===== src/rtl/inst_sram_like_bridge.sv =====
// Bridges the core's SRAM-style instruction fetch port onto the sram-like
// req/addr_ok/data_ok bus, with at most one outstanding read.
module inst_sram_like_bridge #(
   parameter int ADDR_W = 32,
   parameter int DATA_W = 32
) (
   input  logic              clk,
   input  logic              rst,
   input  logic              inst_sram_en,
   input  logic [ADDR_W-1:0] inst_sram_addr,
   output logic [DATA_W-1:0] inst_sram_rdata,
   output logic              i_stall,
   input  logic              longest_stall,
   input  logic              cancel,
   output logic              inst_req,
   output logic              inst_wr,
   output logic [1:0]        inst_size,
   output logic [ADDR_W-1:0] inst_addr,
   output logic [DATA_W-1:0] inst_wdata,
   input  logic              inst_addr_ok,
   input  logic              inst_data_ok,
   input  logic [DATA_W-1:0] inst_rdata
);

   typedef enum logic [1:0] {
      IDLE      = 2'd0,
      WAIT_DATA = 2'd1,
      DONE      = 2'd2,
      DROP      = 2'd3
   } state_t;

   state_t            state_q, state_d;
   logic [DATA_W-1:0] buf_q, buf_d;
   logic              req;

   // Outputs are forced low while reset is held, even though en may be high.
   assign req             = rst & inst_sram_en & (state_q == IDLE) & ~cancel;
   assign inst_req        = req;
   assign i_stall         = rst & ((inst_sram_en & (state_q != DONE)) | (state_q == DROP));
   assign inst_sram_rdata = buf_q;
   assign inst_addr       = inst_sram_addr;
   assign inst_wr         = 1'b0;
   assign inst_size       = 2'b10;
   assign inst_wdata      = '0;

   always_comb begin
      state_d = state_q;
      buf_d   = buf_q;
      case (state_q)
         IDLE: begin
            if (req && inst_addr_ok) begin
               state_d = WAIT_DATA;
            end
         end
         WAIT_DATA: begin
            if (inst_data_ok && !cancel) begin
               state_d = DONE;
               buf_d   = inst_rdata;
            end else if (cancel && !inst_data_ok) begin
               state_d = DROP;
            end else if (cancel && inst_data_ok) begin
               state_d = IDLE;
            end
         end
         DONE: begin
            // A flush releases the buffered word even if the pipeline is held.
            if (cancel || !longest_stall) begin
               state_d = IDLE;
            end
         end
         DROP: begin
            if (inst_data_ok) begin
               state_d = IDLE;
            end
         end
         default: state_d = IDLE;
      endcase
   end

   always_ff @(posedge clk or negedge rst) begin
      if (!rst) begin
         state_q <= IDLE;
         buf_q   <= '0;
      end else begin
         state_q <= state_d;
         buf_q   <= buf_d;
      end
   end

endmodule


===== config.mk =====
export PLATFORM = sky130hd
export DESIGN_NAME = inst_sram_like_bridge
export DESIGN_NICKNAME = d
export VERILOG_FILES = /design/src/rtl/inst_sram_like_bridge.sv
export SDC_FILE = /design/constraint.sdc
export NUM_CORES = 1
export LEC_CHECK = 0
export ABC_AREA = 1
export BUFFER_PORTS_ARGS = -buffer_cell sky130_fd_sc_hd__clkbuf_2
export CAP_MARGIN = 20
export CORE_MARGIN = 2
export CORE_UTILIZATION = 40
export CTS_BUF_LIST = sky130_fd_sc_hd__clkbuf_8
export DETAILED_ROUTE_END_ITERATION = 16
export PLACE_DENSITY = 0.83
export SETUP_SLACK_MARGIN = 0.1
export SLEW_MARGIN = 20
export SYNTH_ARGS = -nofsm -noshare
export SYNTH_HDL_FRONTEND = slang
export SYNTH_SLANG_ARGS = --single-unit

===== constraint.sdc =====
create_clock -name clk -period 1.5 [get_ports clk]
set_input_delay 0.3 -clock clk [delete_from_list [all_inputs] [get_ports clk]]
set_output_delay 0.3 -clock clk [all_outputs]
set_load 0.01 [all_outputs]

==> out/metrics.yaml <==
num_rows: 26
min_period_over_period: 0.966
path_max_fanout: 3
finalSetupViolations: 0
vias: 1574
synthArstFlopShare: 1.00
synth_cell_types: 18
start_kind: "flip-flop"
grt_pass1_wl_mm: 6.90
grt_overflow: 0
arrival_ns: 1.15
maxCapViolations: 0
skew_ns: 0.00943
ys_top_cells_by_count: "75 x nand2_1, 67 x buf_4, 36 x nand3_1"
clk_pin_slew_ns: 0.07
power_leakage_uw: 0.00137
holdWs_ns: 0.0299
routabilityCongestion: 0.811
power_density_nw_per_um2: 1760
cts_num_sinks: 34
fin_setup_tns_ns: 0
grt_use_total: 0.148
ys_seq_area_frac: 0.411
antenna_found_initial: 0
yosysTopAreaCellShare: 0.411
area_growth_pct: 8.10
drc: 0
worstPathCellList: "buf_6 -> nand2_2 -> inv_2 -> nand2_1 -> nand2_1 -> buf_2"
slew_viol_final: 0
place.port_buffers: 72
crit_top_cell: "nand2_1"
dieWidth_um: 75.9
hold_violations: 0
post-synth-top-count-cell: "nand2_1"
syn_area_per_cell_um2: 8.28
post_route_cells_drive_above_1_share: 0.340
cts_made_buffers: 5
fin_nets: 370
place_hpwl_mm: 3.04
endpoint_kind: "output pin"
htree_levels: 2
clk_latency_ns: 0.28
fin_crit_ns: 1.45
floorplan.initialDensity: 0.410
instances_no_fill: 367
grt_max_degree: 33
antenna_cells: 0
placed_area_um2: 2090
irDropWorstVdd_v: 0.000537
max_freq_mhz: 690
crit_type: "flip-flop to output pin"
cpPeakStageDelay_ns: 0.44
synthesis.area_um2: 2070
crit_required_ns: 1.20
io-pin-count: 172
synth.area.top_cells: "dfrtp_1 41%, buf_4 24%, nand2_1 14%, nand3_1 8.7%, buf_6 3.3%"
drtAntennaViolNets: 0
die_h_um: 75.9
postCtsHoldBufs: 0
ys_warn_count: 0
ys_ff_latch: 34
wl_per_cell_um: 11.2
cpMaxStageDelayCell: "dfrtp_2"
core_um2: 5040
grt_pass1_vias: 1523
dp.cells: 353
outcome: "finished clean"
rsz0062_at_grt: "true"
dieArea_um2: 5770
cts.path.max_buffers: 2
firstDrtPassIters: 4
synth_cells: 250
synth.largest_area_cell: "dfrtp_1"
synth_edf_count: 0
cts_tree: "done"
hold_class: "input pin to async pin"
via_per_inst: 4.29
drtIter0Drc: 79
routed_wl_mm: 4.10
stdcell_area_um2: 2240
ys.flop_type: "dfrtp_1"
cts_root_buffer: "clkbuf_8"
## metrics by stage
stage,power (uW),util,setup WS [ns]
2_1_floorplan,2790,-,0.243
3_3_place_gp,3160,0.414,0.198
3_5_place_dp,3230,0.414,0.178
4_1_cts,3990,0.442,0.0346
5_1_grt,4290,0.444,-0.00871
6_report,3950,0.444,0.0512
## cell families (layout without fill, tap and decap cells)
group / count (synthesis) / in the layout / share of synthesized area
AND/OR/NAND/NOR: 123 / 123 / 0.258
buffers and inverters: 87 / 101 / 0.307
flip-flops: 34 / 34 / 0.411
adder cells (fa/ha/maj): 3 / 3 / 0.0181
other: 2 / 35 / 0.00363
AO/OA/AOI/OAI: 1 / 1 / 0.00242
## critical path: cells and delay by family (launching register included)
family | cells | cell delay (ns)
and+or+nand+nor | 3 | 0.13
DFF | 1 | 0.44
buffers and inverters | 3 | 0.30
## path summary, 6_finish.rpt
check	start	endpoint	slack [ns]	cells after the start
max	state_q[1]$_DFFE_PN0P_	i_stall	0.05	6
min	rst	inst_sram_rdata[30]$_DFFE_PN0P_	0.03	2
max reg2reg	state_q[1]$_DFFE_PN0P_	state_q[0]$_DFFE_PN0P_	0.16	8
min reg2reg	inst_sram_rdata[7]$_DFFE_PN0P_	inst_sram_rdata[7]$_DFFE_PN0P_	0.47	2
max in group asynchronous	rst	inst_sram_rdata[6]$_DFFE_PN0P_	1.22	2
min in group clk	inst_rdata[3]	inst_sram_rdata[3]$_DFFE_PN0P_	0.25	3
## what timing repair did
item	CTS	global route
buffers inserted	6	0
endpoints found under the setup margin	2	2
gates resized for setup	3	6
pin swaps	2	0
cloned	0	0
## layout make-up
| class | instances | area, um2 |
|---|---|---|
| clock buffer | 6 | 82.6 |
| clock inverter | 2 | 8.76 |
| fill | 511 | 2810 |
| inverter | 9 | 33.8 |
| multi-input combinational | 162 | 718 |
| sequential | 34 | 852 |
| tap | 70 | 87.6 |
| timing repair buffer | 84 | 454 |
## cells in the final DEF, fill, tap and decap left out
cell,n
ha_1,3
buf_4,11
nand3_1,36
conb_1,35
dfrtp_2,1
nand2_2,1
dfrtp_1,33
nor3_1,1
nor2_1,7
clkbuf_2,70
nor2_8,1
clkinv_2,1
buf_6,1
nand2_4,1
nor2_2,1
buf_2,2
inv_2,4
nor2_4,1
clkbuf_8,6
a21oi_1,1
nand2_1,74
inv_1,6
## state kept, by name (all words and copies together) (netlist names)
signal,count
inst_sram_rdata,32
state_q,2
## layer usage
metal  global-route usage  share of wire  vias up
met1                0.163           0.39      718
li1                     -              -      763
met5                    0              0        -
met3               0.0440          0.075       16
met4               0.0873          0.035        0
met2                0.254           0.50       77
## power breakdown
part	total, uW	leakage (uW)	internal, uW	switching (uW)
Sequential	1600	0.000423	1350	255
Combinational	1680	0.000891	671	1010
Clock	664	0.0000524	363	301
Total	3950	0.00137	2380	1570
Note: power is estimated with default switching activity, not from simulation.
